--- config.mk ---
export PLATFORM = sky130hd
export DESIGN_NAME = audio_peak_meter
export DESIGN_NICKNAME = d
export VERILOG_FILES = /design/src/rtl/audio_peak_meter_pkg.sv /design/src/rtl/audio_peak_meter_log2.sv /design/src/rtl/audio_peak_meter.sv
export SDC_FILE = /design/constraint.sdc
export NUM_CORES = 1
export LEC_CHECK = 0
export BUFFER_PORTS_ARGS = -buffer_cell sky130_fd_sc_hd__buf_2
export CAP_MARGIN = 30
export CORE_UTILIZATION = 60
export DETAILED_ROUTE_END_ITERATION = 8
export GPL_ROUTABILITY_DRIVEN = 1
export PLACE_DENSITY = 0.79
export SKIP_CTS_REPAIR_TIMING = 1
export SLEW_MARGIN = 15
export SYNTH_ARGS = -nofsm -noshare
export SYNTH_HDL_FRONTEND = slang
export SYNTH_SLANG_ARGS = --single-unit
--- constraint.sdc ---
create_clock -name clk -period 6.5 [get_ports clk]
set_input_delay 0.975 -clock clk [delete_from_list [all_inputs] [get_ports clk]]
set_output_delay 0.975 -clock clk [all_outputs]
set_load 0.01 [all_outputs]
--- src/rtl/audio_peak_meter_pkg.sv ---
// Shared constants and helpers for the audio peak meter.
// Level width, default ballistics and the thermometer decode live here.
package audio_peak_meter_pkg;

    localparam int LEVEL_W           = 4;
    localparam int BAR_W             = 15;
    localparam int DEF_HOLD_SAMPLES  = 1024;
    localparam int DEF_DECAY_SHIFT   = 6;
    localparam int DEF_CLIP_HOLD     = 4096;

    // Folded magnitude of a signed word drops the sign bit.
    function automatic int mag_width(input int ws);
        return ws - 1;
    endfunction

    function automatic logic [BAR_W-1:0] therm(input logic [LEVEL_W-1:0] lvl);
        logic [BAR_W:0] ones;
        ones = ({{BAR_W{1'b0}}, 1'b1} << lvl) - {{BAR_W{1'b0}}, 1'b1};
        return ones[BAR_W-1:0];
    endfunction

endpackage

--- src/rtl/audio_peak_meter_log2.sv ---
// uint15_log2: position of the highest set bit plus one, 0 for a zero input.
// Inputs are 15-bit magnitudes zero-extended to 16; bit 15 saturates at 15.
module uint15_log2
    import audio_peak_meter_pkg::*;
(
    input  logic [15:0]        value,
    output logic [LEVEL_W-1:0] log2
);

    always_comb begin
        log2 = '0;
        for (int unsigned i = 0; i < 15; i++) begin
            if (value[i]) log2 = LEVEL_W'(i + 1);
        end
        if (value[15]) log2 = '1;
    end

endmodule

--- src/rtl/audio_peak_meter.sv ---
// Audio peak meter: one's-complement fold, hold-then-decay peak, log2 level and bar.
// Optional sticky clip indicator enabled by defining AUDIO_PEAK_METER_CLIP_EN.
module audio_peak_meter
    import audio_peak_meter_pkg::*;
#(
    parameter int ws           = 16,
    parameter int HOLD_SAMPLES = DEF_HOLD_SAMPLES,
    parameter int DECAY_SHIFT  = DEF_DECAY_SHIFT,
    parameter int CLIP_HOLD    = DEF_CLIP_HOLD
) (
    input  logic               clk,
    input  logic               rst,
    input  logic               in_valid,
    input  logic [ws-1:0]      in_sample,
    output logic               out_valid,
    output logic [LEVEL_W-1:0] level,
    output logic [BAR_W-1:0]   bar,
    output logic               clip
);

    localparam int MW = mag_width(ws);
    localparam int HW = (HOLD_SAMPLES > 0) ? $clog2(HOLD_SAMPLES + 1) : 1;

    logic               a_valid;
    logic [MW-1:0]      a_mag;
    logic [MW-1:0]      peak;
    logic [MW-1:0]      peak_next;
    logic [MW-1:0]      decay;
    logic [HW-1:0]      hold;
    logic [HW-1:0]      hold_next;
    logic [LEVEL_W-1:0] level_next;

    // Negative samples fold to ~x, so the most negative code maps to full scale.
    always_ff @(posedge clk) begin
        if (rst) begin
            a_valid <= 1'b0;
            a_mag   <= '0;
        end else begin
            a_valid <= in_valid;
            if (in_valid) a_mag <= in_sample[ws-1] ? ~in_sample[MW-1:0] : in_sample[MW-1:0];
        end
    end

    always_comb begin
        decay = peak >> DECAY_SHIFT;
        if (decay == '0 && peak != '0) decay = MW'(1);
        peak_next = peak;
        hold_next = hold;
        if (a_mag >= peak) begin
            peak_next = a_mag;
            hold_next = HW'(HOLD_SAMPLES);
        end else if (hold != '0) begin
            hold_next = hold - HW'(1);
        end else begin
            peak_next = peak - decay;
        end
    end

    uint15_log2 u_log2 (
        .value (16'(peak_next)),
        .log2  (level_next)
    );

    always_ff @(posedge clk) begin
        if (rst) begin
            peak      <= '0;
            hold      <= '0;
            out_valid <= 1'b0;
            level     <= '0;
            bar       <= '0;
        end else begin
            out_valid <= a_valid;
            if (a_valid) begin
                peak  <= peak_next;
                hold  <= hold_next;
                level <= level_next;
                bar   <= therm(level_next);
            end
        end
    end

`ifdef AUDIO_PEAK_METER_CLIP_EN
    localparam int CW = (CLIP_HOLD > 0) ? $clog2(CLIP_HOLD + 1) : 1;

    logic          a_clip;
    logic [CW-1:0] clip_cnt;
    logic [CW-1:0] clip_cnt_next;

    always_comb begin
        clip_cnt_next = clip_cnt;
        if (a_clip)              clip_cnt_next = CW'(CLIP_HOLD);
        else if (clip_cnt != '0) clip_cnt_next = clip_cnt - CW'(1);
    end

    always_ff @(posedge clk) begin
        if (rst) begin
            a_clip   <= 1'b0;
            clip_cnt <= '0;
            clip     <= 1'b0;
        end else begin
            if (in_valid) begin
                a_clip <= (in_sample == {1'b0, {(ws-1){1'b1}}}) ||
                          (in_sample == {1'b1, {(ws-1){1'b0}}});
            end
            if (a_valid) begin
                clip_cnt <= clip_cnt_next;
                clip     <= (clip_cnt_next != '0);
            end
        end
    end
`else
    // Feature compiled out: clip reads constant 0 for any legal CLIP_HOLD.
    assign clip = (CLIP_HOLD < 0);
`endif

endmodule

Word level (Yosys, flattened, before mapping)
Index checks and enable logic that the tools add are counted.
{ "classes": {"mux": 21, "n_bitwise": 1, "order_cmp": 1, "shift": 1, "reduce_logical": 6, "n_addsub": 3} }
{ "op_table": {"columns": ["operator", "count"], "rows": [
  ["15-bit two-way mux", 3],
  ["4-bit two-way mux", 8],
  ["11-bit two-way mux", 2],
  ["15-bit >= comparator", 1],
  ["15-bit zero test", 1],
  ["15-bit NOT", 1],
  ["15-bit nonzero test", 1],
  ["1-bit by 4-bit left shift with 15-bit output (first input constant)", 1],
  ["15-bit by 1-bit subtractor with 15-bit output (second input constant)", 1],
  ["15-bit subtractor", 1],
  ["3-bit two-way mux", 4],
  ["11-bit nonzero test", 1],
  ["11-bit by 1-bit subtractor with 11-bit output (second input constant)", 1],
  ["9-bit two-way mux", 1],
  ["2-bit two-way mux", 2],
  ["2-bit AND reduction", 1],
  ["2-bit nonzero test", 1],
  ["1-bit logical AND", 1],
  ["1-bit two-way mux", 1]
]} }
{ "totals": {"regBits": 62, "output_inout_bits": 21, "input_bits": 19, "word_cells": 40} }

Longest topological paths before layout
{ "logic_depth": {"word_depth": 23, "mapped_depth": 24} }

Hierarchy
A second synthesis with hierarchy kept.
{ "unflattened": {"cells_unflattened": 542, "area_unflattened_um2": 4087.7} }
{ "modules_own_cells": {"columns": ["mod", "area_per_inst_um2", "instances", "cells_per_inst"], "rows": [
  ["audio_peak_meter", 3937.5, 1, 517],
  ["uint15_log2", 150.1, 1, 25]
]} }

Worst setup path after synthesis
No wires, ideal clock.
{ "synth_timing": {"kind": "flip-flop to flip-flop", "start": "reg peak[3]", "end": "reg bar[6]", "required_time_ns": 6.412, "path_stages_with_launch": 23, "t_arrival_ns": 4.636, "setup_slack_ns": 1.776, "setup_time_ns": 0.088, "synth_period_minus_slack_ns": 4.724, "cell_sequence": "dfxtp_1 -> nor4_1 -> nand2_1 -> nand3_1 -> nand2_1 -> ha_1 -> fa_1 -> nand2b_1 -> a21oi_1 -> o21ai_0 -> xor2_1 -> nor3b_1 -> o21a_1 -> a211oi_1 -> a21oi_1 -> buf_2 -> nor3_1 -> nand2_1 -> ha_1 -> buf_2 -> or4_1 -> a211o_1 -> a311oi_2"} }
{ "synth_via": {"elab_chain_len": 23} }
{ "synth_rtl": {"columns": ["element", "line", "rtl"], "rows": [
  ["from (decl)", "audio_peak_meter.sv:26", "logic [MW-1:0] peak;"],
  ["from (signal assigned)", "audio_peak_meter.sv:74", "peak <= peak_next;"],
  ["15-bit nonzero test", "audio_peak_meter.sv:46", "if (decay == '0 && peak != '0) decay = MW'(1);"],
  ["1-bit logical AND", "audio_peak_meter.sv:46", null],
  ["9-bit two-way mux", "audio_peak_meter.sv:46", null],
  ["15-bit subtractor", "audio_peak_meter.sv:55", "peak_next = peak - decay;"],
  ["15-bit two-way mux", "audio_peak_meter.sv:52", "end else if (hold != '0) begin"],
  ["15-bit two-way mux (*)", "audio_peak_meter.sv:49", "if (a_mag >= peak) begin"],
  ["1-bit two-way mux", "audio_peak_meter_log2.sv:13", "if (value[i]) log2 = LEVEL_W'(i + 1);"],
  ["2-bit two-way mux (2 in a row)", "audio_peak_meter_log2.sv:13", null],
  ["3-bit two-way mux (4 in a row)", "audio_peak_meter_log2.sv:13", null],
  ["4-bit two-way mux (7 in a row)", "audio_peak_meter_log2.sv:13", null],
  ["4-bit two-way mux (*)", "audio_peak_meter_log2.sv:13", null],
  ["1-bit by 4-bit left shift with 15-bit output (*)", "audio_peak_meter_pkg.sv:18", "ones = ({{BAR_W{1'b0}}, 1'b1} << lvl) - {{BAR_W{1'b0}}, 1'b1};"],
  ["15-bit by 1-bit subtractor with 15-bit output (*)", "audio_peak_meter_pkg.sv:18", null],
  ["to (signal assigned)", "audio_peak_meter.sv:77", "bar <= therm(level_next);"],
  ["to (decl)", "audio_peak_meter.sv:17", "output logic [BAR_W-1:0] bar,"]
]} }
Mark *: on every way between the ends. The rest lies on a longest branch, timed or not.
A chain may end at the register's enable or synchronous reset.

Worst setup path in the final report
{ "layout_timing": {"start": "reg peak[3]", "end": "reg bar[12]"} }
The elaborated chain is that of the path after synthesis.

==> summary.txt <==
Global route
  – Vias in the first global route: 3799
  – GR Overflow Total: 0
  – GR Util All Layers: 31.17%
  – Largest net degree at the start of global routing: 56
  – Initial antenna violation count: 0
  – First-pass GRT wire length: 18300 um

Min path
  – Min-delay src: bar[9]$_SDFFE_PP0P_
  – Worst Hold Class: flop to flop
  – Hold Path Sink: bar[9]$_SDFFE_PP0P_
  – Hold path cells: 2

Synthesis
  – Mapped Area: 4318 um2
  – Ys flop type: dfxtp_1
  – Synth area leader: dfxtp_1
  – Post-synth EDFFs: 0
  – Synth top area cells: dfxtp_1 (29%), ha_1 (7.5%), nor2_1 (7.5%), a211oi_1 (5.9%), xnor2_1 (5.9%)
  – Post-synth cell types: 71
  – Syn Area/Cell: 7.711 um2
  – Asr flop ratio synth: 0%
  – #FFs+latches synth: 62
  – Seq/Total Area, Yosys: 28.75%
  – Yosys warning count: 0
  – Synth Net Count: 606
  – Top-area cell type share of the netlist area: 28.75%
  – Synth Instances: 560

Pwr
  – Pwr Total: 2.644 mW
  – Peak VDD IR: 0.2255 mV
  – Pwr/cell area: 555.5 nW/um2
  – Leak: 1.851 nW

Critical path
  – Worst Path Required: 6.76 ns
  – Worst setup EP type: flop
  – Reg2reg start: peak[3]$_SDFFE_PP0P_
  – Worst r2r dst: bar[12]$_SDFFE_PP0P_
  – CP dominant cell by count: nand2_1
  – CP startpoint kind: flop
  – R2R cell count: 22
  – Critical path's slowest cell: a21oi_1
  – Arrival time worst endpoint: 6.07 ns
  – Crit path largest cell delay: 0.71 ns
  – FF-to-FF setup slack: 0.69 ns
  – Max FO, Critical Path: 11
  – Crit-path cells: nor4_1, nand2_1, nand3_1, nand2_1, ha_1, fa_1, nand2b_1, a21oi_1, o211ai_1, and3_4, xnor2_1, a31oi_1, inv_1, a21oi_1, nor3_1, nand2_1, ha_1, clkinv_1, nor2_1, nand3_1, or3_1, a311oi_1
  – Critical path class: flop to flop

Routing
  – Vias per inst: 6.230
  – DRC viols: 0
  – Antenna Nets Post-Route: 0
  – Iter 0 DRT Violations: 357
  – Routed WL per cell: 16.39 um
  – Via Count: 4255
  – First-pass DRT Iterations: 5
  – DRT Wirelength: 11200 um

STA
  – Final Hold Viols: 0
  – Final period util: 89.37%
  – Fmax: 172.2 MHz
  – Setup WS post-layout: 0.6912 ns
  – Final setup TNS: 0 ns
  – Slew margin rel.: 42.70%
  – Min cycle time layout: 5.809 ns
  – Max-slew violation count: 0
  – Final setup fails: 0
  – Fin Clk Skew: 0.008101 ns
  – Unrepaired setup endpoints after global routing: false
  – Least-Margin Pin Slew: 0.8595 ns

Place
  – Buffers added on ports: 38
  – Placer Congestion: 0.9558
  – Post-DP HPWL: 8087 um
  – Setup Slack @ Placement: 0.8990 ns

Floorplanning
  – IO Pins: 40
  – Die Ht: 86.83 um
  – Chip width: 86.83 um
  – Die ar.: 7539 um2
  – Core area: 6869 um2
  – Row count: 30
  – Initial Utilization: 62.86%

Clock network
  – Max clock buf depth: 2
  – Root Buffer: clkbuf_8
  – CTS tree: done
  – Cts bufs inserted: 9
  – Sink Count: 62
  – Skew-Pair Late Insertion Delay: 0.34 ns
  – Clk slew on worst S/H paths: 0.08 ns
  – H-tree lvl count: 3

Cells and area
  – Final nets: 628
  – Multi-input logic area: 2824 um2
  – Ant diodes: 0
  – Fillers: 614
  – Share of layout cells above drive strength 1: 13.12%
  – Flip-flop and latch area: 1241 um2
  – Area Overhead vs Synth: 10.26%

Outcome
  – Outcome: completed

Job
  – Max-cap violations: 0
[cells in the mapped netlist (3+ instances only)]
| cell type | n |
|---|---|
| a22oi_1 | 3 |
| a31oi_1 | 3 |
| clkbuf_1 | 18 |
| o21a_1 | 7 |
| nor3b_1 | 5 |
| nor3_1 | 15 |
| nand3_1 | 13 |
| nor2_1 | 86 |
| nand2b_1 | 3 |
| buf_1 | 5 |
| a21oi_1 | 44 |
| and3_1 | 4 |
| buf_2 | 7 |
| o31ai_1 | 3 |
| a211o_1 | 5 |
| nand2_1 | 39 |
| a221oi_1 | 3 |
| a21o_1 | 4 |
| o211ai_1 | 4 |
| o31a_1 | 3 |
| nand4_1 | 7 |
| nor4_1 | 5 |
| o21ai_0 | 27 |
| a211oi_1 | 34 |
| inv_1 | 32 |
| xor2_1 | 6 |
| ha_1 | 26 |
| xnor2_1 | 29 |
| o21ai_1 | 4 |
| a311oi_1 | 5 |
| dfxtp_1 | 62 |
[worst max-delay path, delay by kind of cell (launching register included)]
kind | cells | cell delay (ns)
DFF | 1 | 0.39
buffers and inverters | 2 | 0.50
AOI/OAI and AO/OA | 5 | 1.75
xor gates and xnor gates | 1 | 0.14
and+or+nand+nor | 11 | 2.02
adders and majority gates | 3 | 0.92
[routing by layer]
metal	vias to the layer above	GRT usage, %	routed length (um)
li1	2066	-	-
met1	1966	45.77	5222
met2	199	45.67	4839
met3	24	4.952	934
met4	0	11.52	199
met5	-	0	0
[sequential cells by signal, summed over array words and instances (netlist names)]
register,count
a_valid,1
a_mag,15
peak,15
bar,15
level,4
hold,11
out_valid,1
[logic make-up after synthesis]
logic type	synth area share (%)
mux	0.4637
xor+xnor	7.476
flops	28.75
buf+inv	5.940
other cells	0.08685
compound gates	27.09
fa+ha+maj	7.998
simple gates	22.20
[layout by cell type (no fill, tap or decap), types with 3 or more instances in the layout]
cell,Yosys,layout
clkbuf_8,0,9
nor4_1,5,5
a31oi_1,3,3
xnor2_1,29,29
o31a_1,3,3
nand3_1,13,13
a21o_1,4,4
o21ai_1,4,3
and3_1,4,4
o21ai_0,27,27
buf_2,7,38
xor2_1,6,6
a311oi_1,5,5
a211o_1,5,5
a211oi_1,34,34
o211ai_1,4,4
ha_1,26,26
a21oi_1,44,44
nor3b_1,5,5
buf_4,1,4
o31ai_1,3,3
nor2_1,86,86
o21a_1,7,7
dfxtp_1,62,62
inv_1,32,32
nor3_1,15,15
nand4_1,7,7
nand2b_1,3,3
nand2_1,39,39
a221oi_1,3,3
a22oi_1,3,3
[worst max path at each step]
stage | startpoint | endpoint | slack [ns] | cells after the start
floorplan | peak[3]$_SDFFE_PP0P_ | bar[6]$_SDFFE_PP0P_ | 1.78 | 22
global route | peak[3]$_SDFFE_PP0P_ | bar[8]$_SDFFE_PP0P_ | 0.09 | 22
CTS | peak[3]$_SDFFE_PP0P_ | bar[12]$_SDFFE_PP0P_ | 0.85 | 22
finish | peak[3]$_SDFFE_PP0P_ | bar[12]$_SDFFE_PP0P_ | 0.69 | 22
detailed placement | peak[3]$_SDFFE_PP0P_ | bar[12]$_SDFFE_PP0P_ | 0.90 | 22
global placement | peak[3]$_SDFFE_PP0P_ | bar[12]$_SDFFE_PP0P_ | 1.11 | 22
[power breakdown]
part           leakage, nW  internal, mW  switching (mW)
Clock                0.108         0.221           0.173
Combinational         1.23         0.621            1.11
Sequential           0.510         0.444          0.0713
Total                 1.85          1.29            1.36
[stage by stage]
step	std cells	utilization [%]	area [um2]	hold WS, ns
6_report	683	69.31	4761	0.4681
5_1_grt	683	69.31	4761	0.4943
4_1_cts	683	69.31	4761	0.4708
3_5_place_dp	667	65.99	4533	0.4552
3_3_place_gp	667	65.99	4533	0.4480
2_1_floorplan	560	-	4318	0.4546
[cell type report]
class / instances / share of cell area (%)
clock buffer: 9 / 2.602
multi-input combinational: 433 / 59.32
timing repair buffer: 42 / 4.625
tap: 96 / 2.523
inverter: 34 / 2.681
clock inverter: 7 / 2.181
sequential: 62 / 26.07
(Power assumes the default switching activity.)
